<file path="src/rtl/rand_range_arbiter_if.sv">
// Request/acknowledge bundle between the requesters and rand_range_arbiter.
// Carries served_cnt/reject_cnt only when RAND_ARB_STATS_EN is defined.
interface rand_range_arbiter_if #(
   parameter int unsigned NREQ = 4
);
   logic [NREQ-1:0] req;
   logic [NREQ-1:0] ack;
   logic            err;
   logic [7:0]      rand_out;
   logic            busy;
`ifdef RAND_ARB_STATS_EN
   logic [15:0]     served_cnt;
   logic [15:0]     reject_cnt;

   modport master (output req, input ack, err, rand_out, busy, served_cnt, reject_cnt);
   modport slave  (input req, output ack, err, rand_out, busy, served_cnt, reject_cnt);
`else
   modport master (output req, input ack, err, rand_out, busy);
   modport slave  (input req, output ack, err, rand_out, busy);
`endif
endinterface

</file>
<file path="src/rtl/rand_range_arbiter.sv">
// Round-robin arbiter handing each requester one in-window sample from a shared 18-bit LFSR.
// Optional RAND_ARB_STATS_EN adds saturating served/reject counters.
module rand_range_arbiter #(
   parameter int unsigned NREQ    = 4,
   parameter logic [7:0]  LOW     = 8'd90,
   parameter logic [7:0]  HIGH    = 8'd128,
   parameter logic [17:0] SEED    = 18'd3,
   parameter int unsigned MAX_TRY = 64
) (
   input logic                 clk,
   input logic                 rst,
   rand_range_arbiter_if.slave bus
);
   localparam int unsigned PW = (NREQ > 1) ? $clog2(NREQ) : 1;

   typedef enum logic [1:0] {
      S_IDLE,
      S_SEARCH,
      S_DELIVER
   } state_t;

   state_t          r_state;
   logic [17:0]     r_lfsr;
   logic [PW-1:0]   r_ptr;
   logic [PW-1:0]   r_g;
   logic [9:0]      r_try;
   logic [NREQ-1:0] r_ack;
   logic            r_err;
   logic [7:0]      r_rand;
   logic            r_busy;

   logic [17:0]     w_lfsr_next;
   logic [7:0]      w_sample;
   logic [8:0]      w_lo_diff;
   logic [8:0]      w_hi_diff;
   logic            w_in_range;
   logic            w_req_g;
   logic [NREQ-1:0] w_g_onehot;
   logic            w_gnt_any;
   logic [PW-1:0]   w_gnt_idx;
   int unsigned     w_scan;

   assign w_lfsr_next = {r_lfsr[16:0], ~(r_lfsr[17] ^ r_lfsr[10]) ^ (&r_lfsr[16:0])};
   assign w_sample    = r_lfsr[7:0];

   // Window test by 9-bit subtraction borrow, so LOW=0 or HIGH=255 stay well-formed.
   assign w_lo_diff   = {1'b0, w_sample} - {1'b0, LOW};
   assign w_hi_diff   = {1'b0, HIGH} - {1'b0, w_sample};
   assign w_in_range  = ~w_lo_diff[8] & ~w_hi_diff[8];

   assign w_req_g     = bus.req[r_g];
   assign w_g_onehot  = {{(NREQ-1){1'b0}}, 1'b1} << r_g;

   always_comb begin
      w_gnt_any = 1'b0;
      w_gnt_idx = '0;
      w_scan    = 0;
      for (int unsigned i = 0; i < NREQ; i++) begin
         w_scan = 32'(r_ptr) + i;
         if (w_scan >= NREQ) w_scan = w_scan - NREQ;
         if (!w_gnt_any && bus.req[PW'(w_scan)]) begin
            w_gnt_any = 1'b1;
            w_gnt_idx = PW'(w_scan);
         end
      end
   end

   always_ff @(posedge clk or posedge rst) begin
      if (rst) begin
         r_state <= S_IDLE;
         r_lfsr  <= SEED;
         r_ptr   <= '0;
         r_g     <= '0;
         r_try   <= '0;
         r_ack   <= '0;
         r_err   <= 1'b0;
         r_rand  <= '0;
         r_busy  <= 1'b0;
      end else begin
         case (r_state)
            S_IDLE: begin
               if (w_gnt_any) begin
                  r_g     <= w_gnt_idx;
                  r_try   <= '0;
                  r_busy  <= 1'b1;
                  r_state <= S_SEARCH;
               end
            end
            S_SEARCH: begin
               r_lfsr <= w_lfsr_next;
               if (!w_req_g) begin
                  r_busy  <= 1'b0;
                  r_state <= S_IDLE;
               end else if (w_in_range) begin
                  r_rand  <= w_sample;
                  r_err   <= 1'b0;
                  r_ack   <= w_g_onehot;
                  r_state <= S_DELIVER;
               end else if (r_try == 10'(MAX_TRY - 1)) begin
                  r_rand  <= '0;
                  r_err   <= 1'b1;
                  r_ack   <= w_g_onehot;
                  r_state <= S_DELIVER;
               end else begin
                  r_try <= r_try + 10'd1;
               end
            end
            S_DELIVER: begin
               r_ack   <= '0;
               r_err   <= 1'b0;
               r_busy  <= 1'b0;
               r_ptr   <= (r_g == PW'(NREQ - 1)) ? '0 : r_g + 1'b1;
               r_state <= S_IDLE;
            end
            default: r_state <= S_IDLE;
         endcase
      end
   end

   assign bus.ack      = r_ack;
   assign bus.err      = r_err;
   assign bus.rand_out = r_rand;
   assign bus.busy     = r_busy;

`ifdef RAND_ARB_STATS_EN
   logic [15:0] r_served_cnt;
   logic [15:0] r_reject_cnt;

   always_ff @(posedge clk or posedge rst) begin
      if (rst) begin
         r_served_cnt <= '0;
         r_reject_cnt <= '0;
      end else begin
         if (r_state == S_DELIVER && !r_err && r_served_cnt != '1)
            r_served_cnt <= r_served_cnt + 16'd1;
         if (r_state == S_SEARCH && w_req_g && !w_in_range && r_reject_cnt != '1)
            r_reject_cnt <= r_reject_cnt + 16'd1;
      end
   end

   assign bus.served_cnt = r_served_cnt;
   assign bus.reject_cnt = r_reject_cnt;
`endif
endmodule

</file>
<file path="src/flat_wrapper.sv">
// flat-port wrapper written by rule: the top's interface ports become plain ports
module rand_range_arbiter_flat 
#(
   parameter int unsigned NREQ    = 4,
   parameter logic [7:0]  LOW     = 8'd90,
   parameter logic [7:0]  HIGH    = 8'd128,
   parameter logic [17:0] SEED    = 18'd3,
   parameter int unsigned MAX_TRY = 64
)
  (clk, rst, bus_req, bus_ack, bus_err, bus_rand_out, bus_busy);
  rand_range_arbiter_if #(.NREQ(NREQ)) bus_i ();
  input logic clk;
  input logic rst;
  input wire logic [$bits(bus_i.req)-1:0] bus_req;
  output wire logic [$bits(bus_i.ack)-1:0] bus_ack;
  output wire logic [$bits(bus_i.err)-1:0] bus_err;
  output wire logic [$bits(bus_i.rand_out)-1:0] bus_rand_out;
  output wire logic [$bits(bus_i.busy)-1:0] bus_busy;
  assign bus_i.req = bus_req;
  assign bus_ack = bus_i.ack;
  assign bus_err = bus_i.err;
  assign bus_rand_out = bus_i.rand_out;
  assign bus_busy = bus_i.busy;
  rand_range_arbiter #(.NREQ(NREQ), .LOW(LOW), .HIGH(HIGH), .SEED(SEED), .MAX_TRY(MAX_TRY)) u_core (.clk(clk), .rst(rst), .bus(bus_i));
endmodule
</file>
<file path="config.mk">
export PLATFORM = sky130hd
export DESIGN_NAME = rand_range_arbiter_flat
export DESIGN_NICKNAME = d
export VERILOG_FILES = /design/src/rtl/rand_range_arbiter_if.sv /design/src/rtl/rand_range_arbiter.sv /design/src/flat_wrapper.sv
export SDC_FILE = /design/constraint.sdc
export NUM_CORES = 1
export LEC_CHECK = 0
export ABC_AREA = 1
export CORE_MARGIN = 2
export CORE_UTILIZATION = 45
export DETAILED_ROUTE_END_ITERATION = 8
export GPL_TIMING_DRIVEN = 0
export SLEW_MARGIN = 20
export SYNTH_ARGS = -nofsm -noshare
export SYNTH_HDL_FRONTEND = slang
export SYNTH_SLANG_ARGS = --single-unit
export TNS_END_PERCENT = 50
</file>
<file path="constraint.sdc">
create_clock -name clk -period 2.4 [get_ports clk]
set_clock_uncertainty 0.1 [all_clocks]
set_input_delay 0.6 -clock clk [delete_from_list [all_inputs] [get_ports clk]]
set_output_delay 0.6 -clock clk [all_outputs]
set_load 0.01 [all_outputs]
</file>
==> impl_summary.log, run 1 <==
INFO  metric maximum_buffer_depth_of_the_clock_tree = 2
INFO  metric max_freq = about 460 MHz
INFO  metric worst-endpoint-arrival = about 2300 ps
INFO  metric max-cap-violations = 0
INFO  metric cts_root_buffer = sky130_fd_sc_hd__clkbuf_8
INFO  metric synth.yosys.seq_area_share = between 40% and 50%
INFO  metric cpLargestDelayFamily = simple AND/OR/NAND/NOR gates
INFO  metric synth-seq-cells = 48
INFO  metric worst-slew-pin-transition = ~500 ps
INFO  metric slowest_delay = between 500 and 600 ps
INFO  metric place.gp.congestion = a little over 0.8
INFO  metric final_util = a little over half
INFO  metric min-delay-path-class = flop to flop
INFO  metric timing.hold.ws = approximately 390 ps
INFO  metric ys_types = 27
INFO  metric tritoncts = built
INFO  metric cts.clk_slew.worst_paths = about 90 ps
INFO  metric wire_length_of_the_first_global_routing_pass = between 9000 and 10000 um
INFO  metric first_global_vias = ~2100
INFO  metric criticalPathCategory = input port to flop
INFO  metric hpwlAfterDp = between 3000 and 4000 um
INFO  metric floorplan.die_area = approximately 6500 sq um
INFO  metric timing_max_transition_violations_final = 0
INFO  metric drt_wirelength = between 5000 and 6000 um
INFO  metric min_period_over_period = about 90%
INFO  metric yosys-top-cells-area = sky130_fd_sc_hd__dfrtp_1 (44%), sky130_fd_sc_hd__nand2_1 (20%), sky130_fd_sc_hd__nand3_1 (5.5%)
INFO  metric post_route_cells_drive_above_1_share = under 10%
INFO  metric synthCells = between 300 and 400
INFO  metric grt_setup_unrepaired = false
INFO  metric min_to = u_core.bus.ack[3]$_DFFE_PP0P_
INFO  metric cts_made_buffers = 5
INFO  metric worstSetupStartpointType = input port
INFO  metric antenna_cells = 0
INFO  metric synth_area = roughly 2600 sq um
INFO  metric setup.reg_to_reg.worst_slack = 390 ps
INFO  metric endpoint_kind = flop
INFO  metric final_antenna_net_count = 0
INFO  metric number_of_cells_on_the_worst_reg_to_reg_path = 9
INFO  metric final_report_hold_violation_count = 0
INFO  metric detailed_route_via_count = 2231
INFO  metric port_buffers = 19
INFO  metric drt_pre_antenna_iters = 4
INFO  metric critical_path_peak_fanout = 10
INFO  metric vias_per_cell = between 4 and 5
INFO  metric cell_type_contributing_the_most_total_cell_area_after_synthesis = sky130_fd_sc_hd__dfrtp_1
INFO  metric grt_start_max_net_pins = 28
INFO  metric initial_core_util = 47.2%
INFO  metric hold_path_depth = 2
INFO  metric routedWlPerCell = roughly 12 um
INFO  metric cp.buffers_inverters = 2
INFO  metric synthToLayoutAreaGrowth = 15.7%
INFO  metric pwrdens = 1250 nW/um^2
INFO  metric power = 3.79 mW
INFO  metric worst-endpoint-required = 2550 ps
INFO  metric layout_net_count = around 390
INFO  metric timing.rr.start = u_core.r_try[0]$_DFFE_PP0P_
INFO  metric detailedRoute.firstIterationViolations = 162
INFO  metric regToRegEndpoint = u_core.r_try[0]$_DFFE_PP0P_
INFO  metric max-vdd-ir-drop = between 0.0007 and 0.0008 V
INFO  metric yosysTopAreaCellShare = approximately 44%
INFO  metric detail_route.drc_violations = 0
INFO  metric min-delay-start = u_core.bus.ack[3]$_DFFE_PP0P_
INFO  metric gr-usage-all-layers = between 10% and 20%
INFO  metric ys_warn_count = 0
INFO  metric final_setup_fails = 0
INFO  metric timing.final.crit_period = roughly 2200 ps
INFO  metric grt_antenna_before_repair = 0
INFO  metric avgSynthCellArea = between 7 and 8 sq um
INFO  metric die_w = around 80 um
INFO  metric static-leakage-power = around 1.5 nW
INFO  metric post_synthesis_net_count = between 300 and 400
INFO  metric boundaryPins = 20
INFO  metric hold_buffers = 0
INFO  metric fp.dieH = approximately 80 um
INFO  metric outcome = finished clean
INFO  metric critPathLaunch = bus_req[3]
INFO  metric crit_path_frequent_cell = sky130_fd_sc_hd__nand2_1
INFO  metric cts.sinks = 48
INFO  metric number_of_h_tree_levels = 2
INFO  metric slew-limit-headroom = 67.1%
INFO  metric worst_skew_pair.late_latency = about 300 ps
INFO  metric grt_remaining_overflow = 0
INFO  metric crit_slowest_cell = sky130_fd_sc_hd__clkdlybuf4s50_1
INFO  metric fp-row-count = 27
INFO  metric worstPathCellList = clkdlybuf4s50_1 > nand2_1 > nand3_1 > nand2_1 > nor2_1 > nand3_1 > nand2_1 > buf_2 > nand3_1 > nand2_1
INFO  metric core = approximately 5600 sq um
INFO  metric post-cts-setup-buffer-count = 0
INFO  metric cts_resized = 0
## worst register-to-register path: stages, from the launching register on
cell and delay [ps]:
sky130_fd_sc_hd__dfrtp_1 460, sky130_fd_sc_hd__ha_1 200, sky130_fd_sc_hd__inv_1 60, sky130_fd_sc_hd__nor2_1 220
sky130_fd_sc_hd__nand4_1 240, sky130_fd_sc_hd__nand3_1 200, sky130_fd_sc_hd__nand2_1 100, sky130_fd_sc_hd__buf_2 200
sky130_fd_sc_hd__nand3_1 90, sky130_fd_sc_hd__nand2_1 50
## where the power goes
group          switching, mW  internal, mW  total (mW)
combinational           1.15         0.681        1.83
clock                  0.279         0.309       0.588
sequential             0.255          1.12        1.37
total                   1.68          2.11        3.79
## layout by cell type, fill, tap and decap left out, types with 2 or more instances in the layout
cell type                           n
sky130_fd_sc_hd__nand2_1          140
sky130_fd_sc_hd__dfrtp_1           46
sky130_fd_sc_hd__inv_1             29
sky130_fd_sc_hd__nand3_1           29
sky130_fd_sc_hd__o21ai_0           26
sky130_fd_sc_hd__nor2_1            20
sky130_fd_sc_hd__clkdlybuf4s50_1   19
sky130_fd_sc_hd__ha_1               9
sky130_fd_sc_hd__inv_2              6
sky130_fd_sc_hd__o21ai_1            5
sky130_fd_sc_hd__clkbuf_1           5
sky130_fd_sc_hd__nand2_2            5
sky130_fd_sc_hd__nor3_1             5
sky130_fd_sc_hd__clkbuf_8           5
sky130_fd_sc_hd__nand4_1            4
sky130_fd_sc_hd__xnor2_1            4
sky130_fd_sc_hd__a21oi_1            3
sky130_fd_sc_hd__xor2_1             3
sky130_fd_sc_hd__buf_6              2
sky130_fd_sc_hd__dfstp_2            2
## through the flow
stage / instance area (sq um) / setup TNS, ps / worst slack [ps] / cells
after floorplan: 2630 / 0 / 559 / 352
after global placement: 2910 / -22300 / -474 / 443
after detailed placement: 2930 / -458 / -56.1 / 444
after CTS: 3040 / 0 / 259 / 452
after global routing: 3040 / 0 / 92.1 / 452
final: 3040 / 0 / 244 / 452
## layout make-up
| cell class | instances | area, sq um |
|---|---|---|
| Clock buffer | 5 | 68.8 |
| Fill cell | 570 | 2530 |
| Inverter | 35 | 131 |
| Sequential cell | 48 | 1200 |
| Clock inverter | 3 | 42.5 |
| Multi-Input combinational cell | 261 | 1250 |
| Buffer | 8 | 46.3 |
| Timing Repair Buffer | 20 | 210 |
| Tap cell | 72 | 90.1 |
## worst max path at each step
stage                               endpoint  slack (ps)  depth (start not counted)
6_report         u_core.r_try[0]$_DFFE_PP0P_         240                         10
5_1_grt          u_core.r_try[6]$_DFFE_PP0P_          90                         10
4_1_cts          u_core.r_try[2]$_DFFE_PP0P_         260                         10
3_5_place_dp     u_core.r_try[2]$_DFFE_PP0P_         -60                         10
3_3_place_gp   u_core.bus.ack[3]$_DFFE_PP0P_        -470                          2
2_1_floorplan  u_core.bus.ack[0]$_DFFE_PP0P_         560                          1
## per-layer routing
metal	part of all wire [%]	global-route usage, %	up-vias
li1	-	-	1163
met1	48	25.0	1034
met2	48	32.6	29
met3	2.5	2.70	5
met4	1.2	5.08	0
met5	0	0	-
## kinds of logic (layout without fill, tap and decap cells)
group | after synthesis | after routing | share of synthesized area [%]
flip-flops | 48 | 48 | 45.8
adder cells (fa/ha/maj) | 9 | 9 | 4.28
XOR/XNOR | 7 | 7 | 2.33
AO/OA/AOI/OAI | 37 | 37 | 7.28
buffers and inverters | 43 | 71 | 6.76
AND/OR/NAND/NOR | 208 | 208 | 33.6
## cell usage after synthesis
cell,instances
sky130_fd_sc_hd__nand2_1,140
sky130_fd_sc_hd__dfrtp_1,46
sky130_fd_sc_hd__inv_1,30
sky130_fd_sc_hd__nand3_1,29
sky130_fd_sc_hd__o21ai_0,26
sky130_fd_sc_hd__nor2_1,20
sky130_fd_sc_hd__ha_1,9
sky130_fd_sc_hd__clkbuf_1,5
sky130_fd_sc_hd__inv_2,5
sky130_fd_sc_hd__nand2_2,5
sky130_fd_sc_hd__nor3_1,5
sky130_fd_sc_hd__o21ai_1,5
sky130_fd_sc_hd__nand4_1,4
sky130_fd_sc_hd__xnor2_1,4
sky130_fd_sc_hd__a21oi_1,3
sky130_fd_sc_hd__xor2_1,3
sky130_fd_sc_hd__buf_6,2
sky130_fd_sc_hd__dfstp_2,2
sky130_fd_sc_hd__a31oi_1,1
sky130_fd_sc_hd__buf_2,1
sky130_fd_sc_hd__nand3_2,1
sky130_fd_sc_hd__nand3b_1,1
sky130_fd_sc_hd__nand4_4,1
sky130_fd_sc_hd__nor2_4,1
sky130_fd_sc_hd__o21ai_2,1
sky130_fd_sc_hd__o22ai_1,1
sky130_fd_sc_hd__or2_2,1
## sequential cells by signal, summed over array words and instances, names as in the netlist
| register | flops |
|---|---|
| u_core.bus.ack | 4 |
| u_core.r_try | 10 |
| u_core.r_state | 2 |
| u_core.r_g | 2 |
| u_core.bus.busy | 1 |
| u_core.r_ptr | 2 |
| u_core.bus.rand_out | 8 |
| u_core.bus.err | 1 |
| u_core.r_lfsr | 18 |
Power figures use the tool's default switching activity.
==> run 2: changes to the inputs <==
--- a/config.mk
+++ b/config.mk
@@ -6,10 +6,15 @@
 export NUM_CORES = 1
 export LEC_CHECK = 0
 export ABC_AREA = 1
+export CELL_PAD_IN_SITES_DETAIL_PLACEMENT = 0
+export CELL_PAD_IN_SITES_GLOBAL_PLACEMENT = 1
 export CORE_MARGIN = 2
-export CORE_UTILIZATION = 45
+export CORE_UTILIZATION = 44
+export CTS_BUF_LIST = sky130_fd_sc_hd__clkbuf_4 sky130_fd_sc_hd__clkbuf_8
 export DETAILED_ROUTE_END_ITERATION = 8
 export GPL_TIMING_DRIVEN = 0
+export PLACE_DENSITY_LB_ADDON = 0.1
+export REMOVE_ABC_BUFFERS = 1
 export SLEW_MARGIN = 20
 export SYNTH_ARGS = -nofsm -noshare
 export SYNTH_HDL_FRONTEND = slang
==> run 2 against run 1 <==
Compared with the run above:
- sequential power barely moved
- wire length fell by 0.55%
- final cell count fell by 0.44%
- final area fell by 0.37%
- non-clock buffer count fell by 6
- die area rose by 2.2%
- hold slack improved by 5.5 ps
- largest cell class unchanged
- setup slack got worse by 5.2 ps
- flip-flop and latch count did not move
- register-to-register slack got worse by 70 ps
- fmax fell by 0.24%
- utilization fell by 2.8 points
==> impl_summary.log, run 2 (synthesis gave the netlist of run 1 again) <==
INFO  metric vias_per_cell = just under 5
INFO  metric cts.clk_slew.worst_paths = ~90 ps
INFO  metric first_global_vias = 2110
INFO  metric fp-row-count = 28
INFO  metric cts.sinks = 48
INFO  metric max_freq = between 400 and 500 MHz
INFO  metric static-leakage-power = approximately 1.5 nW
INFO  metric endpoint_kind = flop
INFO  metric outcome = finished clean
INFO  metric grt_start_max_net_pins = 31
INFO  metric cts_root_buffer = sky130_fd_sc_hd__clkbuf_8
INFO  metric cp.buffers_inverters = 1
INFO  metric initial_core_util = between 40% and 50%
INFO  metric layout_net_count = approximately 390
INFO  metric grt_remaining_overflow = 0
INFO  metric cpLargestDelayFamily = simple AND/OR/NAND/NOR gates
INFO  metric largest_register_ffs = 18
INFO  metric die_w = 81.3 um
INFO  metric pwrdens = 1240 nW/um^2
INFO  metric grt_antenna_before_repair = 0
INFO  metric drt_pre_antenna_iters = 4
INFO  metric hpwlAfterDp = about 3800 um
INFO  metric final_util = roughly half
INFO  metric routedWlPerCell = roughly 12 um
INFO  metric final_report_hold_violation_count = 0
INFO  metric cts_made_buffers = 5
INFO  metric boundaryPins = 20
INFO  metric layout_common_cells = sky130_fd_sc_hd__nand2_1 (139), sky130_fd_sc_hd__dfrtp_1 (46), sky130_fd_sc_hd__nand3_1 (29)
INFO  metric fin_setup_tns = 0 ps
INFO  metric met1_length = about 2700 um
INFO  metric worst-endpoint-arrival = ~2300 ps
INFO  metric final_antenna_net_count = 0
INFO  metric detailed_route_via_count = 2174
INFO  metric gr-usage-all-layers = 17.8%
INFO  metric final_setup_fails = 0
INFO  metric final-instance-count-excl-fill = 450
INFO  metric fp.dieH = just over 80 um
INFO  metric final.setup.worst_slack = 239 ps
INFO  metric number_of_h_tree_levels = 2
INFO  metric worstPathCellList = clkdlybuf4s50_1 > nand2_1 > nand3_1 > nand2_1 > nor2_2 > nand3_1 > nand2_4 > nand2_2 > nand2_1 > nand2_1
INFO  metric number_of_placed_instances_with_taps_included = between 400 and 500
INFO  metric synthToLayoutAreaGrowth = 15.2%
INFO  metric placed_cell_area = between 2000 and 3000 sq um
INFO  metric maximum_buffer_depth_of_the_clock_tree = 2
INFO  metric tritoncts = built
INFO  metric place.gp.congestion = 0.761
INFO  metric final_area = ~3000 sq um
INFO  metric detailroute.wirelength.met2 = 2590 um
INFO  metric floorplan.die_area = between 6000 and 7000 sq um
INFO  metric crit_path_frequent_cell = sky130_fd_sc_hd__nand2_1
INFO  metric slew-limit-headroom = around two thirds
INFO  metric wire_length_of_the_first_global_routing_pass = 9190 um
INFO  metric antenna_cells = 0
INFO  metric route.met3.wl = 114 um
INFO  metric post-place-ws = -960 ps
INFO  metric max-cap-violations = 0
INFO  metric worst-endpoint-required = between 2000 and 3000 ps
INFO  metric fillCellCount = between 500 and 600
INFO  metric min_period_over_period = between 90% and 100%
INFO  metric crit_slowest_cell = sky130_fd_sc_hd__clkdlybuf4s50_1
INFO  metric critical_path_peak_fanout = 11
INFO  metric detail_route.drc_violations = 0
INFO  metric core = between 5000 and 6000 sq um
INFO  metric min-delay-path-class = flop to flop
INFO  metric detailedRoute.firstIterationViolations = a little over 70
INFO  metric slowest_delay = between 500 and 600 ps
INFO  metric grt_setup_unrepaired = false
INFO  metric timing_max_transition_violations_final = 0
INFO  metric route.top_layer_used = met4
INFO  metric max-vdd-ir-drop = approximately 0.0006 V
INFO  metric post_route_cells_drive_above_1_share = 9.07%
INFO  metric top_register = u_core.r_lfsr
INFO  metric timing.final.crit_period = about 2200 ps
INFO  metric drt_wirelength = approximately 5400 um
INFO  metric port_buffers = 19
INFO  metric worst-slew-pin-transition = ~530 ps
INFO  metric criticalPathCategory = input port to flop
INFO  metric worstSetupStartpointType = input port
INFO  metric mostFrequentLayoutCell = sky130_fd_sc_hd__nand2_1
INFO  metric worst_skew_pair.late_latency = approximately 300 ps
[run 2: path summary, 6_finish.rpt]
| kind | start | to | slack, ps | cells after the start |
|---|---|---|---|---|
| setup / recovery | bus_req[3] | u_core.r_try[3]$_DFFE_PP0P_ | 240 | 10 |
| hold / removal | u_core.bus.rand_out[5]$_DFFE_PP0P_ | u_core.bus.rand_out[5]$_DFFE_PP0P_ | 390 | 2 |
| setup reg to reg | u_core.r_state[1]$_DFFE_PP0P_ | u_core.r_try[3]$_DFFE_PP0P_ | 320 | 9 |
| hold reg to reg | u_core.bus.rand_out[5]$_DFFE_PP0P_ | u_core.bus.rand_out[5]$_DFFE_PP0P_ | 390 | 2 |
| max in group asynchronous | rst | u_core.bus.ack[0]$_DFFE_PP0P_ | 1130 | 3 |
| min in group asynchronous | rst | u_core.r_try[0]$_DFFE_PP0P_ | 550 | 2 |
[run 2: metrics by stage]
stage / hold slack, ps / total power, mW
after global routing: 418 / 4.11
after global placement: 370 / 3.14
final: 393 / 3.74
after detailed placement: 377 / 3.16
after CTS: 400 / 3.73
after floorplan: 363 / 2.58
[run 2: what timing repair did]
action                     in CTS  in global routing
setup endpoints to repair      21                 10
setup buffers                   1                  1
hold buffers                    0                  0
cloned                          1                  0
gates resized for setup         4                  2
[run 2: metal layers]
| layer | global-route usage (%) | up-vias |
|---|---|---|
| met3 | 3.33 | 7 |
| li1 | - | 1155 |
| met4 | 4.07 | 0 |
| met5 | 0 | - |
| met2 | 31.5 | 17 |
| met1 | 22.6 | 995 |
[run 2: power by group]
| group | internal (mW) | total (mW) | switching, mW |
|---|---|---|---|
| sequential | 1.12 | 1.40 | 0.276 |
| clock | 0.219 | 0.495 | 0.276 |
| combinational | 0.702 | 1.85 | 1.15 |
| total | 2.04 | 3.74 | 1.70 |
[run 2: cell type report]
| type | instances | area [sq um] | area share [%] |
|---|---|---|---|
| clock buffer | 6 | 76.3 | 2.52 |
| clock inverter | 2 | 16.3 | 0.537 |
| inverter | 35 | 135 | 4.46 |
| multi-input combinational | 261 | 1270 | 41.9 |
| sequential | 48 | 1200 | 39.7 |
| tap | 75 | 93.8 | 3.10 |
| timing repair buffer | 22 | 229 | 7.56 |
| timing repair inverter | 1 | 5.00 | 0.165 |
[run 2: worst register-to-register path: stages, from the launching register on]
cell	delay [ps]
sky130_fd_sc_hd__dfrtp_1	420
sky130_fd_sc_hd__inv_1	120
sky130_fd_sc_hd__ha_4	290
sky130_fd_sc_hd__clkinvlp_4	170
sky130_fd_sc_hd__nor2_2	170
sky130_fd_sc_hd__nand3_1	190
sky130_fd_sc_hd__nand2_4	190
sky130_fd_sc_hd__nand2_2	170
sky130_fd_sc_hd__nand2_1	110
sky130_fd_sc_hd__nand2_1	50
